[config.mk]
export PLATFORM = sky130hd
export DESIGN_NAME = dmem_access_unit
export DESIGN_NICKNAME = d
export VERILOG_FILES = /design/src/rtl/dmem_access_unit.sv
export SDC_FILE = /design/constraint.sdc
export NUM_CORES = 1
export LEC_CHECK = 0
export ABC_CLOCK_PERIOD_IN_PS = 1700
export CAP_MARGIN = 20
export CORE_AREA = 2 2 454 456
export CTS_CLUSTER_DIAMETER = 120
export DETAILED_ROUTE_END_ITERATION = 8
export DIE_AREA = 0 0 456 458
export PLACE_DENSITY = 0.3
export SETUP_SLACK_MARGIN = 0.5
export SLEW_MARGIN = 10
export SYNTH_ARGS = -nofsm -noshare
export SYNTH_HDL_FRONTEND = slang
export SYNTH_SLANG_ARGS = --single-unit
[constraint.sdc]
create_clock -name clk -period 1.7 [get_ports clk]
set_input_delay 0.425 -clock clk [delete_from_list [all_inputs] [get_ports clk]]
set_output_delay 0.425 -clock clk [all_outputs]
set_load 0.1 [all_outputs]
[src/rtl/dmem_access_unit.sv]
// dmem_access_unit: single-outstanding scalar/vector load/store initiator for the dual-width dmem port.
// Build option: define DMEM_OUTREG_EN when dmem has registered outputs (two-cycle read latency).
module dmem_access_unit #(
   parameter int unsigned SCALAR_AW = 18,
   parameter int unsigned VECTOR_AW = 14
) (
   input  logic         clk,
   input  logic         rst_n,
   input  logic         req_valid,
   output logic         req_ready,
   input  logic         req_we,
   input  logic         req_vec,
   input  logic [31:0]  req_addr,
   input  logic [15:0]  req_wdata_s,
   input  logic [255:0] req_wdata_v,
   output logic         rsp_valid,
   input  logic         rsp_ready,
   output logic [15:0]  rsp_rdata_s,
   output logic [255:0] rsp_rdata_v,
   output logic         rsp_err,
   output logic         mem_w_enable,
   output logic         mem_src_sel,
   output logic [31:0]  mem_addr,
   output logic [15:0]  mem_w_data_a,
   output logic [255:0] mem_w_data_b,
   input  logic [15:0]  mem_q_a,
   input  logic [255:0] mem_q_b
);

`ifdef DMEM_OUTREG_EN
   localparam int unsigned RD_LAT = 2;
`else
   localparam int unsigned RD_LAT = 1;
`endif
   localparam int unsigned AW    = 32;
   localparam int unsigned SW    = 16;
   localparam int unsigned VW    = 256;
   localparam int unsigned CNT_W = 2;

   typedef enum logic [1:0] {
      S_IDLE  = 2'd0,
      S_ISSUE = 2'd1,
      S_WAIT  = 2'd2,
      S_RESP  = 2'd3
   } state_t;

   state_t             r_state;
   state_t             w_next;
   logic [CNT_W-1:0]   r_wait_cnt;
   logic [CNT_W-1:0]   w_wait_cnt;
   logic               r_we;
   logic               w_we;
   logic               r_req_ready;
   logic               w_req_ready;
   logic               r_rsp_valid;
   logic               w_rsp_valid;
   logic               r_rsp_err;
   logic               w_rsp_err;
   logic [SW-1:0]      r_rsp_rdata_s;
   logic [SW-1:0]      w_rsp_rdata_s;
   logic [VW-1:0]      r_rsp_rdata_v;
   logic [VW-1:0]      w_rsp_rdata_v;
   logic               r_mem_we;
   logic               w_mem_we;
   logic               r_mem_sel;
   logic               w_mem_sel;
   logic [AW-1:0]      r_mem_addr;
   logic [AW-1:0]      w_mem_addr;
   logic [SW-1:0]      r_mem_wd_a;
   logic [SW-1:0]      w_mem_wd_a;
   logic [VW-1:0]      r_mem_wd_b;
   logic [VW-1:0]      w_mem_wd_b;
   logic               w_in_range;

   // Upper address bits beyond the addressed space must be clear.
   always_comb begin
      if (req_vec) begin
         w_in_range = (req_addr[AW-1:VECTOR_AW] == '0);
      end else begin
         w_in_range = (req_addr[AW-1:SCALAR_AW] == '0);
      end
   end

   // State register plus all registered outputs and captured request fields.
   always_ff @(posedge clk or negedge rst_n) begin
      if (!rst_n) begin
         r_state       <= S_IDLE;
         r_wait_cnt    <= '0;
         r_we          <= 1'b0;
         r_req_ready   <= 1'b1;
         r_rsp_valid   <= 1'b0;
         r_rsp_err     <= 1'b0;
         r_rsp_rdata_s <= '0;
         r_rsp_rdata_v <= '0;
         r_mem_we      <= 1'b0;
         r_mem_sel     <= 1'b0;
         r_mem_addr    <= '0;
         r_mem_wd_a    <= '0;
         r_mem_wd_b    <= '0;
      end else begin
         r_state       <= w_next;
         r_wait_cnt    <= w_wait_cnt;
         r_we          <= w_we;
         r_req_ready   <= w_req_ready;
         r_rsp_valid   <= w_rsp_valid;
         r_rsp_err     <= w_rsp_err;
         r_rsp_rdata_s <= w_rsp_rdata_s;
         r_rsp_rdata_v <= w_rsp_rdata_v;
         r_mem_we      <= w_mem_we;
         r_mem_sel     <= w_mem_sel;
         r_mem_addr    <= w_mem_addr;
         r_mem_wd_a    <= w_mem_wd_a;
         r_mem_wd_b    <= w_mem_wd_b;
      end
   end

   // Next-state and next-output logic; mem_* fields hold unless a new in-range request is taken.
   always_comb begin
      w_next        = r_state;
      w_wait_cnt    = r_wait_cnt;
      w_we          = r_we;
      w_rsp_err     = r_rsp_err;
      w_rsp_rdata_s = r_rsp_rdata_s;
      w_rsp_rdata_v = r_rsp_rdata_v;
      w_mem_we      = 1'b0;
      w_mem_sel     = r_mem_sel;
      w_mem_addr    = r_mem_addr;
      w_mem_wd_a    = r_mem_wd_a;
      w_mem_wd_b    = r_mem_wd_b;

      case (r_state)
         S_IDLE: begin
            if (req_valid) begin
               w_we          = req_we;
               w_rsp_err     = ~w_in_range;
               w_rsp_rdata_s = '0;
               w_rsp_rdata_v = '0;
               if (w_in_range) begin
                  w_next     = S_ISSUE;
                  w_mem_we   = req_we;
                  w_mem_sel  = req_vec;
                  w_mem_addr = req_addr;
                  w_mem_wd_a = req_wdata_s;
                  w_mem_wd_b = req_wdata_v;
               end else begin
                  w_next = S_RESP;
               end
            end
         end
         S_ISSUE: begin
            if (r_we) begin
               w_next = S_RESP;
            end else begin
               w_next     = S_WAIT;
               w_wait_cnt = CNT_W'(RD_LAT - 1);
            end
         end
         S_WAIT: begin
            if (r_wait_cnt == '0) begin
               w_next        = S_RESP;
               w_rsp_rdata_s = mem_q_a;
               w_rsp_rdata_v = mem_q_b;
            end else begin
               w_wait_cnt = r_wait_cnt - CNT_W'(1);
            end
         end
         S_RESP: begin
            if (rsp_ready) begin
               w_next = S_IDLE;
            end
         end
         default: begin
            w_next = S_IDLE;
         end
      endcase

      w_req_ready = (w_next == S_IDLE);
      w_rsp_valid = (w_next == S_RESP);
   end

   assign req_ready    = r_req_ready;
   assign rsp_valid    = r_rsp_valid;
   assign rsp_err      = r_rsp_err;
   assign rsp_rdata_s  = r_rsp_rdata_s;
   assign rsp_rdata_v  = r_rsp_rdata_v;
   assign mem_w_enable = r_mem_we;
   assign mem_src_sel  = r_mem_sel;
   assign mem_addr     = r_mem_addr;
   assign mem_w_data_a = r_mem_wd_a;
   assign mem_w_data_b = r_mem_wd_b;

endmodule

==> metrics <==
result of the run=finished with violations; violated checks=setup timing; worst slew pin tran=452 ps; floorplan row count=166; post-synth net total=between 2,000 and 2,500; effective utilization at floorplan=11.0%; DRC violation count after routing=0; proportion of total power due to net switching=between 40% and 50%; share of final-layout standard cells stronger than drive strength 1=43.8%; kind of cell with the highest combined delay on the critical path=buffers and inverters; final hold vios=0; Slowest cell on crit path=sky130_fd_sc_hd__o41ai_2; maximum buffer depth of the clock tree=3; post-layout power=89.4 mW; Final Cycle Share=116%; depth of the worst register-to-register path=6; non-filler instance count after layout=6,071; via count of the first global-routing pass=20,400; Placeable Area=0.204 mm^2; clock buffers created by TritonCTS=87; placed wire-length estimate=~110,000 um; largest net degree at the start of global routing=63; Worst IR Drop VDD=1130 uV; vias after detailed routing=roughly 20,000; NetSw=42.5 mW; total global routing overflow=0; share of synthesized area occupied by flip-flops and latches=65.4%; post-route minimum period=1970 ps; leading cell types in the layout, fill and taps excluded=650 x sky130_fd_sc_hd__buf_12, 567 x sky130_fd_sc_hd__clkdlybuf4s50_1, 550 x sky130_fd_sc_hd__dfrtp_1; static power due to leakage=23.4 nW; count of H-tree levels built during CTS=3; slack of the critical path=-268 ps; initial antenna violation count=37; clk sink count=approximately 590; count of final setup violators=1,053; global-route wire length before repair=181,000 um; final count of pins violating max slew=0; Via-to-Cell Ratio=3.30; overall global routing resource usage=12.5%; critical path peak fanout=8; die height=458 um; detail-routed net length per standard cell=24.1 um; share of total power in sequential cells=22.5%; number of search-and-repair iterations in the first detailed-routing pass=5; synthesized instance count=around 1,900; final weighted congestion in routability-driven placement=0.796; internal portion of total power=46.8 mW; tightest slew margin relative to the limit=69.6%; sum of buffers and inverters on the critical path=4; setup repair after global routing missed its margin=true; WL final=146,000 um; Clk pwr share=20.9%; unique cell type count in the Yosys netlist=27; required time at the worst-slack endpoint=2270 ps; combinational share of power=56.5%; slack of the worst reg-to-reg path=-260 ps; register bit count reported by yosys=586; depth of the critical timing path with buffers and inverters included=8; Root Buffer Master=sky130_fd_sc_hd__clkbuf_16; buffers added on ports=1,162; total of fill cells in the finished design=roughly 21,000; worst path cell trace=dlygate4sd2_1 -> o41ai_2 -> nand3_2 -> nor4_4 -> buf_6 -> buf_16 -> clkbuf_16 -> mux2_4; worst hold path cell count=2; clock latency on the worst-skew pair=700 ps; layout net count=3,880; count of antenna-violating nets left after detailed routing=0; Top-Level Pins=1,163; cell count after placement=5,753; yosys synthesis warning count=0; Syn Std Cell Area=around 0.022 mm^2; Layout Area Growth over Synthesis=131%; clock-pin slew on the worst setup and hold paths=50 ps; instance area at placement=approximately 0.045 mm^2; category of the worst setup path capture point=flop; cell area power density=1720 mW/mm^2; Data arrival, critical path=2540 ps; final standard cell area without fillers=just over 0.05 mm^2; worst-case setup slack after placement=-1270 ps; horizontal extent of the die=456 um; drt initial violations=824; crit start category=input port; Layout Skew=21.5 ps; Max Cap Violations=0; leading cell type in the layout, fill and taps excluded=sky130_fd_sc_hd__buf_12; HP Class=input port to flop; Die Area=0.209 mm^2; critical path start-end classification=input port to flop; largest stage delay on the critical path=about 390 ps; average footprint of a synthesized cell=~12 um^2; highest achievable clock rate=a little over 500 MHz; clock tree from TritonCTS=done
## power by group through the flow
stage	logic, mW	clock network [mW]	registers [mW]
floorplan	5.54	0	38.2
global placement	45.6	0	20.1
detailed placement	45.5	0	20.2
CTS	45.6	19.7	20.0
global route	52.3	20.2	20.5
finish	50.5	18.7	20.1
## cell families after synthesis
family	after synthesis	share of synthesized area, %
AND/OR/NAND/NOR	853	16.1
flip-flops	586	65.4
multiplexers	293	14.7
buffers and inverters	128	3.35
AO/OA/AOI/OAI	13	0.385
adder cells (fa/ha/maj)	1	0.0558
## per-layer routing
layer / global-route usage [%] / vias to the layer above / part of all wire [%]
met3: 4.67 / 185 / 7.1
met4: 5.45 / 22 / 2.9
met1: 13.6 / 9990 / 38
met2: 21.6 / 679 / 51
li1: - / 9145 / -
met5: 0.184 / - / 0.094
## final timing paths
| path | from | endpoint |
|---|---|---|
| worst max-delay path | req_addr[15] | mem_w_data_b[40] |
| worst min-delay path | req_addr[15] | mem_addr[15] |
| worst max register to register | r_state[0] | mem_w_data_b[40] |
| worst min register to register | rsp_rdata_v[237] | rsp_rdata_v[237] |
| max in group asynchronous | rst_n | mem_addr[17] |
| min in group asynchronous | rst_n | mem_w_data_b[173] |
## area by class of cell
cell class | count | area [um^2] | share of cell area [%]
tap | 2688 | 3360 | 6.48
timing repair buffer | 1460 | 22200 | 42.8
sequential | 586 | 14700 | 28.4
multi-input combinational | 1160 | 8670 | 16.7
inverter | 2 | 7.51 | 0.0145
antenna | 18 | 45.0 | 0.0868
clock buffer | 132 | 2580 | 4.97
clock inverter | 25 | 320 | 0.618
## synth_stat cells
library cell,n,area share [%]
sky130_fd_sc_hd__nand2b_1,2,0.056
sky130_fd_sc_hd__or2_2,1,0.028
sky130_fd_sc_hd__o21bai_1,1,0.033
sky130_fd_sc_hd__dfrtp_1,585,65
sky130_fd_sc_hd__buf_2,27,0.60
sky130_fd_sc_hd__a21oi_1,6,0.13
sky130_fd_sc_hd__mux2_1,200,10
sky130_fd_sc_hd__nor4_1,3,0.084
sky130_fd_sc_hd__nor4_2,1,0.056
sky130_fd_sc_hd__nor2b_1,17,0.47
sky130_fd_sc_hd__buf_8,12,0.80
sky130_fd_sc_hd__ha_1,1,0.056
sky130_fd_sc_hd__a211oi_1,2,0.067
sky130_fd_sc_hd__dfstp_2,1,0.12
sky130_fd_sc_hd__nand3_1,274,6.1
sky130_fd_sc_hd__buf_4,1,0.033
sky130_fd_sc_hd__and2_1,1,0.028
sky130_fd_sc_hd__buf_6,13,0.65
sky130_fd_sc_hd__clkbuf_1,73,1.2
sky130_fd_sc_hd__o31ai_1,1,0.033
sky130_fd_sc_hd__inv_1,2,0.033
sky130_fd_sc_hd__nor2_1,8,0.13
sky130_fd_sc_hd__nand2_1,546,9.1
sky130_fd_sc_hd__o21ai_0,2,0.045
sky130_fd_sc_hd__mux2_2,92,4.6
sky130_fd_sc_hd__mux2i_1,1,0.045
sky130_fd_sc_hd__o41ai_2,1,0.073
## metrics by stage
stage          TNS [ps]  util [%]  hold WS (ps)
2_1_floorplan    -65620         -           129
3_3_place_gp    -496580      21.9           511
3_5_place_dp    -484940      21.9           516
4_1_cts         -174200      23.6          20.1
5_1_grt         -208820      25.5          86.7
6_report        -112340      25.5           134
## registers in the layout, summed over array words and instances (netlist names), 2 cells and up
register	cells
r_state	2
rsp_rdata_v	256
r_wait_cnt	2
rsp_rdata_s	16
mem_w_data_a	16
mem_w_data_b	256
mem_addr	32
## worst register-to-register path: cells and delay by family (launching register included)
family        cells  cell delay [ps]
flops             1              380
simple gates      2              470
buf+inv           3              690
mux               1              300
## repair_timing
action	in CTS	in global routing
pin swaps	0	74
endpoints found under the setup margin	1167	1167
gates resized for setup	68	495
hold buffers	1	1
gates cloned	4	63
buffers inserted	9	65
endpoints found under the hold margin	329	1
Note: power is estimated with default switching activity, not from simulation.
